**src/rtl/fetch_unit.sv**
```systemverilog
// fetch_unit: fetch PC, single-outstanding req/ack imem port and DEPTH-entry prefetch FIFO to decode.
// Optional stall_cnt port and counter when FETCH_PERF_EN is defined.
module fetch_unit #(
  parameter int DATA_W = 16,
  parameter int ADDR_W = 16,
  parameter int DEPTH = 4,
  parameter int PC_STEP = 2,
  parameter logic [ADDR_W-1:0] RESET_PC = '0
`ifdef FETCH_PERF_EN
  , parameter int CNT_W = 16
`endif
) (
  input  logic              clk,
  input  logic              rst_n,
  input  logic              hlt,
  input  logic              redirect,
  input  logic [ADDR_W-1:0] redirect_pc,
  output logic              imem_req,
  output logic [ADDR_W-1:0] imem_addr,
  input  logic              imem_ack,
  input  logic [DATA_W-1:0] imem_data,
  output logic              inst_valid,
  output logic [DATA_W-1:0] inst_data,
  output logic [ADDR_W-1:0] inst_pc,
  input  logic              inst_ready,
`ifdef FETCH_PERF_EN
  output logic [CNT_W-1:0]  stall_cnt,
`endif
  output logic [ADDR_W-1:0] pc
);
  localparam int PW = $clog2(DEPTH);
  localparam int CW = PW + 1;

  typedef enum logic [1:0] {IDLE, WAIT, DROP} state_t;

  state_t            r_state, w_state_nxt;
  logic [ADDR_W-1:0] r_pc, r_addr, w_pc_nxt, w_addr_nxt;
  logic [CW-1:0]     r_count, w_cnt_nxt;
  logic [PW-1:0]     r_wr, r_rd;
  logic [DATA_W-1:0] r_data [DEPTH];
  logic [ADDR_W-1:0] r_ipc [DEPTH];
  logic              w_push, w_pop, w_room;

  assign imem_req   = r_state != IDLE;
  assign imem_addr  = r_addr;
  assign inst_valid = r_count != '0;
  assign inst_data  = r_data[r_rd];
  assign inst_pc    = r_ipc[r_rd];
  assign pc         = r_pc;

  // Redirect overrides both push and pop; a slot is reserved before a request is issued.
  always_comb begin
    w_pop       = inst_valid & inst_ready & ~redirect;
    w_push      = (r_state == WAIT) & imem_ack & ~redirect;
    w_cnt_nxt   = redirect ? '0 : r_count + CW'(w_push) - CW'(w_pop);
    w_room      = ~hlt & (w_cnt_nxt < CW'(DEPTH));
    w_pc_nxt    = redirect ? redirect_pc : w_push ? r_pc + ADDR_W'(PC_STEP) : r_pc;
    w_state_nxt = r_state;
    w_addr_nxt  = r_addr;
    case (r_state)
      IDLE: if (!redirect && w_room) begin
        w_state_nxt = WAIT;
        w_addr_nxt  = r_pc;
      end
      WAIT: if (redirect) w_state_nxt = imem_ack ? IDLE : DROP;
        else if (imem_ack) begin
          w_state_nxt = w_room ? WAIT : IDLE;
          w_addr_nxt  = w_pc_nxt;
        end
      DROP: if (imem_ack) w_state_nxt = IDLE;
      default: w_state_nxt = IDLE;
    endcase
  end

  always_ff @(posedge clk or negedge rst_n)
    if (!rst_n) begin
      r_state <= IDLE;
      r_pc    <= RESET_PC;
      r_addr  <= RESET_PC;
      r_count <= '0;
      r_wr    <= '0;
      r_rd    <= '0;
    end else begin
      r_state <= w_state_nxt;
      r_pc    <= w_pc_nxt;
      r_addr  <= w_addr_nxt;
      r_count <= w_cnt_nxt;
      if (redirect) r_rd <= r_wr;
      else if (w_pop) r_rd <= r_rd + PW'(1);
      if (w_push) r_wr <= r_wr + PW'(1);
    end

  always_ff @(posedge clk)
    if (w_push) begin
      r_data[r_wr] <= imem_data;
      r_ipc[r_wr]  <= r_addr;
    end

`ifdef FETCH_PERF_EN
  logic [CNT_W-1:0] r_stall;
  always_ff @(posedge clk or negedge rst_n)
    if (!rst_n) r_stall <= '0;
    else if (inst_ready && !inst_valid && !hlt && r_stall != '1) r_stall <= r_stall + CNT_W'(1);
  assign stall_cnt = r_stall;
`endif
endmodule

```
**config.mk**
```make
export PLATFORM = sky130hd
export DESIGN_NAME = fetch_unit
export DESIGN_NICKNAME = d
export VERILOG_FILES = /design/src/rtl/fetch_unit.sv
export SDC_FILE = /design/constraint.sdc
export NUM_CORES = 1
export LEC_CHECK = 0
export CAP_MARGIN = 20
export CORE_UTILIZATION = 45
export CTS_CLUSTER_SIZE = 20
export DETAILED_ROUTE_END_ITERATION = 8
export PLACE_DENSITY = 0.68
export SLEW_MARGIN = 20
export SYNTH_ARGS = -nofsm -noshare
export SYNTH_HDL_FRONTEND = slang
export SYNTH_SLANG_ARGS = --single-unit
export TNS_END_PERCENT = 1
```
**constraint.sdc**
```tcl
create_clock -name clk -period 6.7 [get_ports clk]
set_input_delay 2.01 -clock clk [delete_from_list [all_inputs] [get_ports clk]]
set_output_delay 2.01 -clock clk [all_outputs]
set_load 0.02 [all_outputs]
```
==> results_dict.tcl, run 1 <==
set metrics [dict create \
    status "finished clean" \
    critical-path-max-stage-delay_ns 0.67 \
    p_leak_nw 3.11 \
    seq_area_frac_synth_pct 69.9 \
    synthAdderAreaFrac_pct 1.55 \
    path_max_fanout 22 \
    path_clk_slew_ns 0.06 \
    wirelength_um 14100 \
    rrSetupSlack_ns 3.50 \
    timing.rr.start "r_count[1]" \
    final_area_mm2 0.00875 \
    syn_nets 476 \
    finalCritPeriodShare_pct 73.6 \
    drtAntennaViolNets 0 \
    crit_end "imem_addr[7]" \
    multi_input_area_mm2 0.00196 \
    cp_cell_sequence "clkdlybuf4s50_1, nand3b_4, nor2_8, inv_4, ha_1, inv_1, ha_1, inv_1, fa_1, xor3_1, nor3_1, o21ai_2, buf_4, o21ai_0" \
    crit_path_end_kind "flip-flop" \
    yosys.area.top_type "edfxtp_1" \
    power_density_mw_per_mm2 402 \
    critPathArrivalTime_ns 5.22 \
    path_buf_inv 5 \
    synth_edf_count 128 \
    slowest_stage "clkdlybuf4s50_1" \
    start_util_pct 46.0 \
    avgSynthCellArea_um2 16.2 \
    register_area_mm2 0.00487 \
    skew_ns 0.00847 \
    drv_slew 0 \
    synth_top_family_by_area "multiplexers" \
    fmax_mhz 203 \
    ir_drop_mv 0.225 \
    yosysWarningCount 0 \
    hold_class "flip-flop to flip-flop" \
    hpwl_um 8880 \
    syn_to_final_growth_pct 25.7 \
    pin_count 104 \
    core_mm2 0.0151 \
    power_mw 3.52 \
    place.gp.congestion 0.858 \
    setup_tns_ns 0 \
    die_height_um 126 \
    fin_nets 578 \
    cap_viol_max_count 0 \
    synth.area.top_cells "edfxtp_1 (55%), dfrtp_1 (15%), mux4_2 (10%)" \
    hold_viol 0 \
    fp-row-count 45 \
    synth_xor_xnor_area_share_pct 1.85 \
    synthMuxAreaShare_pct 11.6 \
    clkSinkCount 169 \
    post-route-min-period_ns 4.93 \
    drive_above_1_share_pct 16.1 \
    yosys.cell_count.top_type "edfxtp_1" \
    synth_seq_cells 169 \
    synthTopCellsByCount "edfxtp_1 (128), dfrtp_1 (41), nand2_1 (36), mux4_2 (32), nor2_1 (32)" \
    postCtsHoldBufs 0 \
    rsz0062_at_grt "false" \
    antenna_found_initial 0 \
    syn-instance-count 430 \
    worst_pin_slew_ns 0.967 \
    worst_setup_path_start_kind "input pin" \
    r2r_end "imem_addr[7]" \
    placed_cell_area_mm2 0.00817 \
    synth_cell_types 50 \
    setup_violations 0 \
    grt_max_degree 42 \
    wl_per_cell_um 19.2 \
    grt_overflow 0 \
    netlist.area_leader.share_pct 55.2 \
    synth_compound_area_share_pct 5.68 \
    synthSimpleGateAreaFrac_pct 7.40 \
    reg2reg_depth 13 \
    portBuffers 103 \
    vias 4047 \
    die-width_um 126 \
    h-tree-depth 4 \
    cp-startpoint "imem_ack" \
    cts_root_buf "clkbuf_16" \
    viasPerCell 5.52 \
    required_ns 6.99 \
    cts_resized 0 \
    grt_use_total_pct 19.0 \
    worst_path_dominant_cell_family "buffers and inverters" \
    slew_headroom_pct 35.5 \
    cts_tree "built" \
    grt_pass1_vias 4205 \
    drtIter0Drc 331 \
    ys.flop_type "edfxtp_1" \
    die_area_mm2 0.0160 \
    numCtsBuffers 17 \
    worstSetupPathType "input pin to flip-flop" \
    syn-cell-area_mm2 0.00696 \
    path_depth 14 \
    n_antenna_cell 0 \
    n_fill_cell 1183 \
    grt_pass1_wl_um 22500 \
    postCtsSetupBuffers 0 \
    clkLatencyLatePin_ns 0.43 \
    ys_async_sr_fraction_pct 24.3 \
    drc_errors 0 \
    dr.pass1.iters 5 \
    cts.path.max_buffers 2 \
]
-- layout make-up --
type,count,area share (%)
sequential,169,55.7
multi-input combinational,227,22.4
clock inverter,14,1.79
clock buffer,18,4.90
timing repair buffer,107,12.1
inverter,10,0.457
tap,188,2.69
-- worst reg2reg max path, delay by kind of cell, from the launching register on --
| family | cells | cell delay, ns |
|---|---|---|
| xor gates and xnor gates | 1 | 0.25 |
| buffers and inverters | 3 | 0.42 |
| adders and majority gates | 3 | 0.77 |
| AOI/OAI and AO/OA | 2 | 0.51 |
| DFF | 1 | 0.41 |
| and+or+nand+nor | 4 | 0.70 |
-- per-layer routing --
layer	vias up	GRT usage (%)	share of wire, %
li1	1853	-	-
met2	147	29.4	47
met5	-	0	0
met3	19	4.72	5.5
met4	0	7.16	1.5
met1	2028	26.2	46
-- cell families (layout without fill, tap and decap cells) --
group,count (synthesis),after routing
multiplexers,40,40
AO/OA/AOI/OAI,62,62
flip-flops,169,169
XOR/XNOR,13,13
buffers and inverters,34,149
AND/OR/NAND/NOR,104,104
adder cells (fa/ha/maj),8,8
-- per-stage QoR --
step / util, % / hold slack [ns] / std cells / setup WS (ns)
global route: 57.8 / 0.595 / 733 / 1.53
detailed placement: 53.9 / 0.554 / 701 / 1.37
finish: 57.8 / 0.573 / 733 / 1.77
CTS: 57.8 / 0.576 / 733 / 1.80
floorplan: - / 0.503 / 430 / 1.69
global placement: 53.9 / 0.527 / 701 / 1.47
-- how the worst min path moves through the flow --
stage	cells past startpoint	from	slack, ns	to
finish	1	pc[0]	0.57	pc[0]
global placement	0	imem_addr[7]	0.53	r_ipc[2][7]
CTS	1	pc[0]	0.58	pc[0]
floorplan	2	r_wr[1]	0.50	r_rd[1]
detailed placement	0	imem_addr[7]	0.55	r_ipc[2][7]
global route	1	pc[0]	0.60	pc[0]
-- flip-flops by register name, summed over array words and instances, names as in the netlist --
name	cells
r_wr	2
r_state	2
r_ipc	64
r_data	64
r_rd	2
imem_addr	16
pc	16
r_count	3
-- placed cells by master, fill, tap and decap left out, types with 3 or more instances in the layout --
cell type / n
nor3_1: 4
a221oi_1: 3
a21o_1: 3
o22ai_1: 4
o31ai_1: 6
or3_1: 3
dfrtp_1: 39
buf_4: 4
mux4_2: 32
nand2_1: 36
clkinv_2: 4
mux2i_1: 3
clkinvlp_4: 4
edfxtp_1: 128
nand3_1: 8
ha_1: 7
o21ai_0: 18
a21oi_1: 16
clkdlybuf4s50_1: 102
and2_2: 4
mux2_2: 5
nand4_1: 4
bufinv_16: 3
nor2_1: 32
xor2_1: 10
inv_1: 9
clkbuf_16: 17
-- power by group --
group	total, mW	leakage (nW)	switching [mW]	internal (mW)
Clock	0.972	0.277	0.391	0.580
Sequential	1.48	1.66	0.188	1.29
Combinational	1.07	1.18	0.518	0.556
Power figures use the tool's default switching activity.
==> run 2, diff against run 1 <==
==> constraint.sdc (replaced) <==
create_clock -name clk -period 4.65 [get_ports clk]
set_input_delay 1.395 -clock clk [delete_from_list [all_inputs] [get_ports clk]]
set_output_delay 1.395 -clock clk [all_outputs]
set_load 0.02 [all_outputs]
==> results_dict.tcl, run 2 (synthesis gave the netlist of run 1 again) <==
set metrics [dict create \
    setup_tns_ns 0 \
    path_clk_slew_ns 0.06 \
    path_max_fanout 20 \
    core_mm2 0.0151 \
    clkSinkCount 169 \
    portBuffers 103 \
    drtIter0Drc 268 \
    grt_max_degree 42 \
    fp-row-count 45 \
    viasPerCell 5.52 \
    finalCritPeriodShare_pct 84.8 \
    cp_cell_sequence "buf_12, mux4_2, clkdlybuf4s50_1" \
    numCtsBuffers 17 \
    critPathArrivalTime_ns 2.55 \
    grt_pass1_vias 4169 \
    worstSetupPathType "flip-flop to output port" \
    die_height_um 126 \
    fin_util_pct 58.2 \
    setup_violations 0 \
    cts.path.max_buffers 2 \
    status "finished clean" \
    rsz0062_at_grt "false" \
    hpwl_um 9190 \
    reg_top3 "r_data (64), r_ipc (64)" \
    crit_path_end_kind "output port" \
    syn_to_final_growth_pct 26.6 \
    drc_errors 0 \
    n_fill_cell 1169 \
    worst_pin_slew_ns 0.958 \
    postCtsSetupBuffers 0 \
    skew_ns 0.0137 \
    wirelength_um 14400 \
    n_antenna_cell 0 \
    power_density_mw_per_mm2 586 \
    start_util_pct 46.0 \
    drive_above_1_share_pct 16.2 \
    cap_viol_max_count 0 \
    ir_drop_mv 0.269 \
    grt_overflow 0 \
    slowest_stage "dfrtp_2" \
    hold_viol 0 \
    p_leak_nw 3.16 \
    die-width_um 126 \
    required_ns 3.25 \
    grt_pass1_wl_um 22900 \
    cts_root_buf "clkbuf_16" \
    slew_headroom_pct 36.1 \
    dr.pass1.iters 4 \
    cts_resized 0 \
    postCtsHoldBufs 0 \
    pin_count 104 \
    worst_setup_path_start_kind "flip-flop" \
    wl_per_cell_um 19.6 \
    clkLatencyLatePin_ns 0.42 \
    final_cell_mix "edfxtp_1 (128), clkdlybuf4s50_1 (102), dfrtp_1 (39), nand2_1 (36)" \
    hold_class "flip-flop to flip-flop" \
    cts_tree "built" \
    path_buf_inv 2 \
    drv_slew 0 \
    drtAntennaViolNets 0 \
    place.gp.congestion 0.813 \
    layout_commonest_cell "edfxtp_1" \
    grt_use_total_pct 19.2 \
    fin_nets 581 \
    power_mw 5.16 \
    fmax_mhz 254 \
    die_area_mm2 0.0160 \
    post-route-min-period_ns 3.94 \
    worst_path_dominant_cell_family "buffers and inverters" \
    critical-path-max-stage-delay_ns 0.73 \
    h-tree-depth 4 \
    antenna_found_initial 0 \
    vias 4066 \
]
## run 2: cell types whose count changed in the layout (fill, tap and decap cells not counted), moves of 2 or more
| cell | before | now |
|---|---|---|
| clkbuf_1 | 1 | 5 |
| clkinvlp_4 | 4 | 0 |
| buf_4 | 4 | 6 |
| clkbuf_8 | 0 | 2 |
| clkinv_1 | 2 | 0 |
## run 2: layout make-up
cell class                      instances  area [um^2]  share of cell area [%]
Tap cell                              188          235                    2.67
Clock inverter                          8          144                    1.63
Sequential cell                       169         4870                    55.3
Inverter                               10         40.0                   0.454
Multi-Input combinational cell        227         1960                    22.3
Clock buffer                           24          472                    5.35
Timing Repair Buffer                  110         1090                    12.4
## run 2: final timing paths
| kind | from | endpoint | slack [ns] | cells past startpoint |
|---|---|---|---|---|
| setup / recovery | r_rd[0] | inst_pc[8] | 0.71 | 3 |
| hold / removal | r_wr[1] | r_rd[1] | 0.54 | 2 |
| setup reg to reg | r_count[1] | imem_addr[2] | 1.54 | 13 |
| hold reg to reg | r_wr[1] | r_rd[1] | 0.54 | 2 |
| max in group asynchronous | rst_n | r_rd[1] | 2.86 | 1 |
| min in group asynchronous | rst_n | pc[5] | 1.12 | 1 |
## run 2: metal layers
metal | wire length [um] | up-vias | share of wire [%] | GRT usage (%)
li1 | - | 1863 | - | -
met1 | 6610 | 2070 | 46 | 26.2
met2 | 7170 | 126 | 50 | 30.7
met3 | 567 | 7 | 3.9 | 4.81
met4 | 85 | 0 | 0.59 | 5.39
met5 | 0 | - | 0 | 0
## run 2: where the power goes
group,switching (mW),leakage (nW),internal [mW]
Sequential,0.274,1.66,1.86
Clock,0.536,0.302,0.926
Combinational,0.754,1.20,0.818
## run 2: through the flow
stage / hold WS (ns) / std cells / instance area (um^2) / worst slack (ns)
final: 0.542 / 736 / 8820 / 0.708
after detailed placement: 0.541 / 704 / 8200 / 0.283
after global placement: 0.527 / 704 / 8200 / 0.365
after global routing: 0.577 / 736 / 8820 / 0.491
after CTS: 0.554 / 736 / 8820 / 0.624
after floorplan: 0.503 / 430 / 6960 / 0.252
## run 2: worst register-to-register path: cells and delay by family, from the launching register on
kind            cells  cell delay (ns)
simple gates        4             0.95
buf+inv             3             0.33
fa+ha+maj           3             0.76
compound gates      2             0.37
xor+xnor            1             0.22
flops               1             0.41
==> run 3, diff against run 2 <==
==> constraint.sdc (replaced) <==
create_clock -name clk -period 3.79 [get_ports clk]
set_input_delay 1.137 -clock clk [delete_from_list [all_inputs] [get_ports clk]]
set_output_delay 1.137 -clock clk [all_outputs]
set_load 0.02 [all_outputs]
==> results_dict.tcl, run 3 (synthesis gave the netlist of run 1 again) <==
set metrics [dict create \
    dp_cells 715 \
    cp_cell_sequence "clkdlybuf4s50_1, nand3b_4, nor2_8, inv_4, ha_1, inv_1, ha_1, inv_1, fa_1, xor3_1, nor3_1, o21ai_2, buf_4, o31ai_1" \
    worst_hold_path.endpoint "pc[0]" \
    fin_cells 747 \
    drc_errors 0 \
    worst_path_dominant_cell_family "buffers and inverters" \
    cts.path.max_buffers 2 \
    postCtsHoldBufs 0 \
    syn_to_final_growth_pct 28.7 \
    fp-row-count 45 \
    numCtsBuffers 17 \
    pin_count 104 \
    grt_use_total_pct 19.0 \
    vias 4071 \
    rrSetupSlack_ns 0.73 \
    path_clk_slew_ns 0.06 \
    cap_viol_max_count 0 \
    ir_drop_mv 0.343 \
    multi_input_area_mm2 0.00196 \
    power.switching_mw 1.98 \
    worst_pin_slew_ns 0.954 \
    slew_headroom_pct 36.4 \
    post-route-min-period_ns 3.54 \
    hold_viol 0 \
    hp-start "pc[0]" \
    postCtsSetupBuffers 0 \
    viasPerCell 5.45 \
    antenna_found_initial 0 \
    die-width_um 126 \
    hpwl_um 9550 \
    start_util_pct 46.0 \
    worst_setup_path_start_kind "input pin" \
    cts_tree "built" \
    dr.pass1.iters 4 \
    n_fill_cell 1151 \
    path_max_fanout 11 \
    grt_pass1_vias 4128 \
    pre_cts_slack_ns -0.188 \
    h-tree-depth 4 \
    fin_nets 592 \
    grt_pass1_wl_um 22500 \
    r2r_end "imem_addr[14]" \
    power_frac_comb_pct 32.6 \
    critical-path-max-stage-delay_ns 0.52 \
    swShare_pct 31.1 \
    min_delay_path_depth 1 \
    grt_overflow 0 \
    core_mm2 0.0151 \
    clkLatencyLatePin_ns 0.42 \
    critPathArrivalTime_ns 3.86 \
    pwr-share-seq_pct 40.1 \
    grt_max_degree 42 \
    final_cell_mix "edfxtp_1 (128), clkdlybuf4s50_1 (102), dfrtp_1 (39), nand2_1 (36)" \
    reg2reg_depth 13 \
    rsz0062_at_grt "false" \
    place.gp.congestion 0.886 \
    portBuffers 103 \
    status "finished clean" \
    skew_ns 0.00975 \
    drv_slew 0 \
    reg_top3 "r_data (64), r_ipc (64)" \
    cts_root_buf "clkbuf_16" \
    drtAntennaViolNets 0 \
    n_antenna_cell 0 \
    power_density_mw_per_mm2 710 \
    finalCritPeriodShare_pct 93.5 \
    fmax_mhz 282 \
    timing.rr.start "r_count[1]" \
    wl_per_cell_um 19.2 \
    slowest_stage "clkdlybuf4s50_1" \
    worstSetupPathType "input pin to flip-flop" \
    power_mw 6.36 \
    die_area_mm2 0.0160 \
    path_buf_inv 5 \
    p_leak_nw 3.21 \
    setup_slack_ns 0.247 \
    hold_ws_ns 0.554 \
    setup_tns_ns 0 \
    layout_commonest_cell "edfxtp_1" \
    wirelength_um 14300 \
    drtIter0Drc 350 \
    crit_path_end_kind "flip-flop" \
    p_int_mw 4.38 \
    setup_violations 0 \
    die_height_um 126 \
    clkSinkCount 169 \
    register_area_mm2 0.00487 \
    clock_power_share_pct 27.3 \
    cts_resized 0 \
    required_ns 4.11 \
    drive_above_1_share_pct 18.6 \
    hold_class "flip-flop to flip-flop" \
]
## run 3: worst reg2reg max path, delay by kind of cell (launching register included)
kind,cells,cell delay (ns)
adders and majority gates,3,0.77
buffers and inverters,3,0.31
AOI/OAI and AO/OA,2,0.38
xor gates and xnor gates,1,0.21
DFF,1,0.42
and+or+nand+nor,4,0.87
## run 3: cell type report
class                   count  area share, %
inverters                  10          0.447
clock inverters            15           1.96
flip-flops and latches    169           54.4
well taps                 188           2.63
clock buffers              17           4.75
repair buffers            121           13.9
multi-input cells         227           21.9
## run 3: power groups by stage
| stage | clock (mW) | combinational, mW | sequential (mW) |
|---|---|---|---|
| 4_1_cts | 1.77 | 2.11 | 2.55 |
| 3_3_place_gp | 0 | 2.07 | 2.57 |
| 5_1_grt | 1.84 | 2.22 | 2.59 |
| 2_1_floorplan | 0 | 1.14 | 2.57 |
| 3_5_place_dp | 0 | 2.09 | 2.59 |
| 6_report | 1.74 | 2.07 | 2.55 |
## run 3: per-stage QoR
step	util, %	instance area (um^2)
2_1_floorplan	-	6970
3_3_place_gp	55.2	8360
3_5_place_dp	55.2	8360
4_1_cts	59.2	8960
5_1_grt	59.2	8960
6_report	59.2	8960
## run 3: layer usage
| layer | wire length (um) | vias up | global-route usage (%) |
|---|---|---|---|
| met1 | 6420 | 2051 | 24.8 |
| met4 | 162 | 0 | 6.59 |
| li1 | - | 1877 | - |
| met5 | 0 | - | 0 |
| met2 | 7010 | 129 | 30.9 |
| met3 | 739 | 14 | 4.89 |
## run 3: worst max-delay path by stage
stage	start	endpoint	slack, ns	depth (start not counted)
after floorplan	redirect	imem_addr[15]	0.0009	14
after global placement	imem_ack	imem_addr[13]	-0.11	14
after detailed placement	imem_ack	imem_addr[14]	-0.19	14
after CTS	imem_ack	imem_addr[14]	0.26	14
after global routing	imem_ack	imem_addr[14]	0.09	14
final	imem_ack	imem_addr[14]	0.25	14
==> patch 1: new RTL, flow settings as in run 2 <==
Change the parameter `DATA_W` from 16 to 32.
--- a/src/rtl/fetch_unit.sv
+++ b/src/rtl/fetch_unit.sv
@@ -1,7 +1,7 @@
 // fetch_unit: fetch PC, single-outstanding req/ack imem port and DEPTH-entry prefetch FIFO to decode.
 // Optional stall_cnt port and counter when FETCH_PERF_EN is defined.
 module fetch_unit #(
-  parameter int DATA_W = 16,
+  parameter int DATA_W = 32,
   parameter int ADDR_W = 16,
   parameter int DEPTH = 4,
   parameter int PC_STEP = 2,
Interface: changed (resized imem_data and inst_data); port bits go from 104 to 136. No check against the original RTL was run, so the function may have changed too.
==> patch 1 against run 2 <==
  * Global-route usage decreased by 1.3 points
  * Routed wire length grew 29%
  * Design area is 33% higher
  * Critical path depth unchanged
  * Fmax fell by 5.2%
  * Synthesized area rose by 33%
  * Worst setup slack got worse by 210 ps
  * Sequential cell count rose by 64
  * Register-to-register slack worse by 140 ps
  * Synthesized cell count rose by 19%
  * Combinational power increased by 30%
  * Power is 31% higher
  * Via count grew 25%
  * Critical endpoint is now inst_data[13]
  * Largest cell class unchanged
  * Largest power group unchanged
==> patch 1: results <==
set metrics [dict create \
    status "complete, no violations" \
    root_buffer "clkbuf_16" \
    total_leakage_power_nw 4.08 \
    grt_start_max_net_pins 49 \
    synth_top_cells_by_area "edfxtp_1 62%, mux4_2 12%, dfrtp_1 11%, nand2_1 1.5%, nor2_1 1.3%" \
    nFillCells 1521 \
    biggestRegsByFlops "r_data x128, r_ipc x64" \
    slowest_stage "dfrtp_4" \
    async_flop_share_pct 17.6 \
    n_antenna_cell 0 \
    switchingPower_mw 2.02 \
    numCtsBuffers 24 \
    clock_latency_ps 500 \
    drtIter0Drc 220 \
    arrival_ps 2760 \
    post-dp-hpwl_um 12000 \
    grt_util_all_layers_pct 17.9 \
    cts_max_level 1 \
    worstPathMaxFanout 30 \
    grt_pass1_wl_um 29300 \
    cts_setup_buffers 0 \
    slew-limit-headroom_pct 38.0 \
    antenna_found_initial 0 \
    synth.top_cells.by_count "192 x edfxtp_1, 48 x mux4_2, 41 x dfrtp_1" \
    finish.net_count 723 \
    via_per_inst 5.35 \
    port_buffers 135 \
    avgRoutedWirePerCell_um 19.7 \
    mappedNetlistNets 575 \
    peakVddDrop_uv 291 \
    skew_ps 10.6 \
    cts_resized 0 \
    yosys_warnings 0 \
    synth_edf_count 192 \
    synth_cell_types 50 \
    max_stage_delay_ps 830 \
    pre_cts_ws_ps 50.7 \
    firstDrtPassIters 4 \
    clock_path_buffers 3 \
    cts.clk_slew.worst_paths_ps 60 \
    final_layout_size_suffix_gt1_share_pct 17.4 \
    synthFlopType "edfxtp_1" \
    seq_area_frac_synth_pct 73.4 \
    grt_pass1_vias 5227 \
    gp_congestion 0.846 \
]
patch 1: cell count changes after synthesis:
cell	before	now
buf_1	1	3
buf_2	4	5
edfxtp_1	128	192
mux4_2	32	48
patch 1: cell type report:
| cell class | instances | area, µm² | share of cell area (%) |
|---|---|---|---|
| Sequential cell | 233 | 6800 | 57.9 |
| Multi-Input combinational cell | 243 | 2320 | 19.8 |
| Timing Repair Buffer | 149 | 1460 | 12.5 |
| Clock buffer | 28 | 637 | 5.42 |
| Tap cell | 270 | 338 | 2.88 |
| Clock inverter | 16 | 149 | 1.27 |
| Inverter | 10 | 40.0 | 0.341 |
patch 1: worst max-delay path, delay by kind of cell, from the launching register on:
kind | cells | cell delay (ps)
buffers and inverters | 2 | 890
flip-flops | 1 | 830
multiplexers | 1 | 530
patch 1: kinds of logic (layout without fill, tap and decap cells):
family	Yosys count	after routing	synth area share, %
simple gates	104	104	5.57
mux	56	56	12.6
flops	233	233	73.4
compound gates	62	62	4.27
xor+xnor	13	13	1.39
buf+inv	37	203	1.65
fa+ha+maj	8	8	1.16
patch 1: final timing paths:
kind / start / to / slack [ps] / cells after the start
max: r_rd[0] / inst_data[13] / 490 / 3
min: r_wr[1] / r_rd[1] / 560 / 2
max reg2reg: r_count[0] / imem_addr[15] / 1400 / 13
min reg2reg: r_wr[1] / r_rd[1] / 560 / 2
max in group asynchronous: rst_n / r_rd[0] / 2930 / 1
min in group asynchronous: rst_n / pc[2] / 1030 / 1
patch 1: power groups by stage:
stage                     Clock, mW  Combinational [mW]  Sequential (mW)
after floorplan                   0                1.21             2.77
after global placement            0                2.03             2.85
after detailed placement          0                2.06             2.86
after CTS                      1.93                2.07             2.83
after global routing           2.02                2.17             2.86
final                          1.89                2.04             2.81
patch 1: through the flow:
step | instances | instance area [µm²] | hold WS, ps
finish | 949 | 11700 | 559
global route | 949 | 11700 | 575
CTS | 949 | 11700 | 560
detailed placement | 905 | 11000 | 539
global placement | 905 | 11000 | 526
floorplan | 513 | 9260 | 503
patch 1: per-layer routing:
layer | vias up | GRT usage (%) | part of all wire [%]
li1 | 2315 | - | -
met4 | 0 | 4.84 | 1.7
met5 | - | 0 | 0
met2 | 161 | 29.8 | 50
met3 | 27 | 2.98 | 5.4
met1 | 2577 | 24.6 | 43
==> patch 2: new RTL, settings of run 2 <==
Made on the original files. Encoding of `state_t`: now one-hot (3 bits for 3 states).
--- a/src/rtl/fetch_unit.sv
+++ b/src/rtl/fetch_unit.sv
@@ -31,7 +31,7 @@
   localparam int PW = $clog2(DEPTH);
   localparam int CW = PW + 1;
 
-  typedef enum logic [1:0] {IDLE, WAIT, DROP} state_t;
+  typedef enum logic [2:0] {IDLE = 3'b001, WAIT = 3'b010, DROP = 3'b100} state_t;
 
   state_t            r_state, w_state_nxt;
   logic [ADDR_W-1:0] r_pc, r_addr, w_pc_nxt, w_addr_nxt;
Formal check against the unedited RTL: same outputs for any inputs over 4 cycles, from zero or initial values and one cycle with rst_n low; so few cycles prove little.
==> patch 2 against run 2 <==
  * Worst setup slack worse by 270 ps
  * Sequential cell count increased by 1
  * Utilization up 0.066 points
  * Synthesized area stayed put
  * Power fell by 5.3%
  * Critical path depth increased by 11
  * Global-route usage down 0.88 points
  * Via count shrank 3.2%
  * Design area rose by 0.11%
  * Sequential share of layout area rose by 0.22 points
  * Routed wire length shrank 5.2%
  * Count of clock-buffer cells in the layout is 1 lower
  * Non-clock buffer count rose by 5
  * Die area unchanged
  * Largest power group unchanged
  * Highest routed layer unchanged
==> patch 2: results <==
set metrics [dict create \
    status "complete, no violations" \
    cts.clk_slew.worst_paths_ps 60 \
    biggestRegsByFlops "r_data x64, r_ipc x64" \
    grt_util_all_layers_pct 18.3 \
    post-dp-hpwl_um 8930 \
    placed_cells 697 \
    max_stage_delay_ps 500 \
    critPathTopFamily "simple AND/OR/NAND/NOR gates" \
    firstDrtPassIters 5 \
    worstPathMaxFanout 7 \
    gp_congestion 0.839 \
    synth_cell_types 53 \
    avgRoutedWirePerCell_um 18.8 \
    peakVddDrop_uv 317 \
    slew-limit-headroom_pct 37.8 \
    skew_ps 9.21 \
    post_synth.cell_area_avg_um2 16.8 \
    total_leakage_power_nw 3.12 \
    drtIter0Drc 210 \
    grt_pass1_wl_um 21800 \
    grt_pass1_vias 4050 \
    r2r_slack_ps 1320 \
    synth.top_cells.by_count "128 x edfxtp_1, 41 x dfrtp_1, 39 x nand2_1" \
    grt_start_max_net_pins 43 \
    worst_hold_slack_ps 502 \
    mappedNetlistNets 461 \
    clock_latency_ps 420 \
    hp-class "flip-flop to flip-flop" \
    dpl_cell_area_um2 8240 \
    async_flop_share_pct 24.7 \
    via_per_inst 5.40 \
    synth_top_cells_by_area "edfxtp_1 55%, dfrtp_1 15%, mux4_2 10%, nand2_1 2.1%, mux2_2 1.3%" \
    pre_cts_ws_ps 33.9 \
    finish.net_count 574 \
    num_vias 3935 \
    fmax_mhz 237 \
    seq_area_frac_synth_pct 70.3 \
    crit_required_ps 4980 \
    switching_share_pct 29.3 \
    final_layout_size_suffix_gt1_share_pct 17.4 \
    slowest_stage "clkdlybuf4s50_1" \
]
==> patch 2: changes by cell type in the layout (fill, tap and decap cells not counted), moves of 3 or more <==
cell	delta
xnor2_1	+8
a21oi_1	-5
o21ai_0	-4
o31ai_1	-3
a221oi_1	-3
buf_4	+6
nand2_1	+3
nor2_1	-19
mux2_2	+3
nand4_1	+4
==> patch 2: area by class of cell <==
class / instances / area (µm²)
fillers: 1137 / 6320
flip-flops and latches: 170 / 4900
multi-input cells: 215 / 1950
repair buffers: 115 / 1120
clock buffers: 23 / 468
well taps: 188 / 235
clock inverters: 9 / 123
inverters: 9 / 33.8
==> patch 2: worst paths after layout <==
check,from,cells after the start,to
max in group asynchronous,rst_n,1,r_rd[0]
worst min-delay path,pc[0],2,imem_addr[0]
worst min register to register,pc[0],2,imem_addr[0]
min in group asynchronous,rst_n,1,pc[15]
worst max-delay path,imem_ack,14,imem_addr[14]
worst max register to register,r_count[1],13,imem_addr[14]
==> patch 2: power by group through the flow <==
stage | Sequential [mW] | Combinational [mW] | Clock (mW)
after floorplan | 2.06 | 0.809 | 0
after CTS | 2.04 | 1.47 | 1.42
after global routing | 2.07 | 1.55 | 1.49
after global placement | 2.07 | 1.46 | 0
final | 2.04 | 1.45 | 1.40
after detailed placement | 2.07 | 1.47 | 0
==> patch 2: logic make-up after synthesis <==
family / share of synthesized area, %
xor gates and xnor gates: 2.59
DFF: 70.3
muxes: 11.9
AOI/OAI and AO/OA: 4.62
buffers and inverters: 1.71
adders and majority gates: 1.55
and+or+nand+nor: 7.31
==> patch 2: layer usage <==
layer / GRT usage (%) / vias up / routed length, µm
met5: 0 / - / 0
met3: 4.43 / 15 / 679
met1: 24.1 / 1946 / 6280
met2: 29.8 / 130 / 6550
met4: 6.66 / 0 / 174
li1: - / 1844 / -
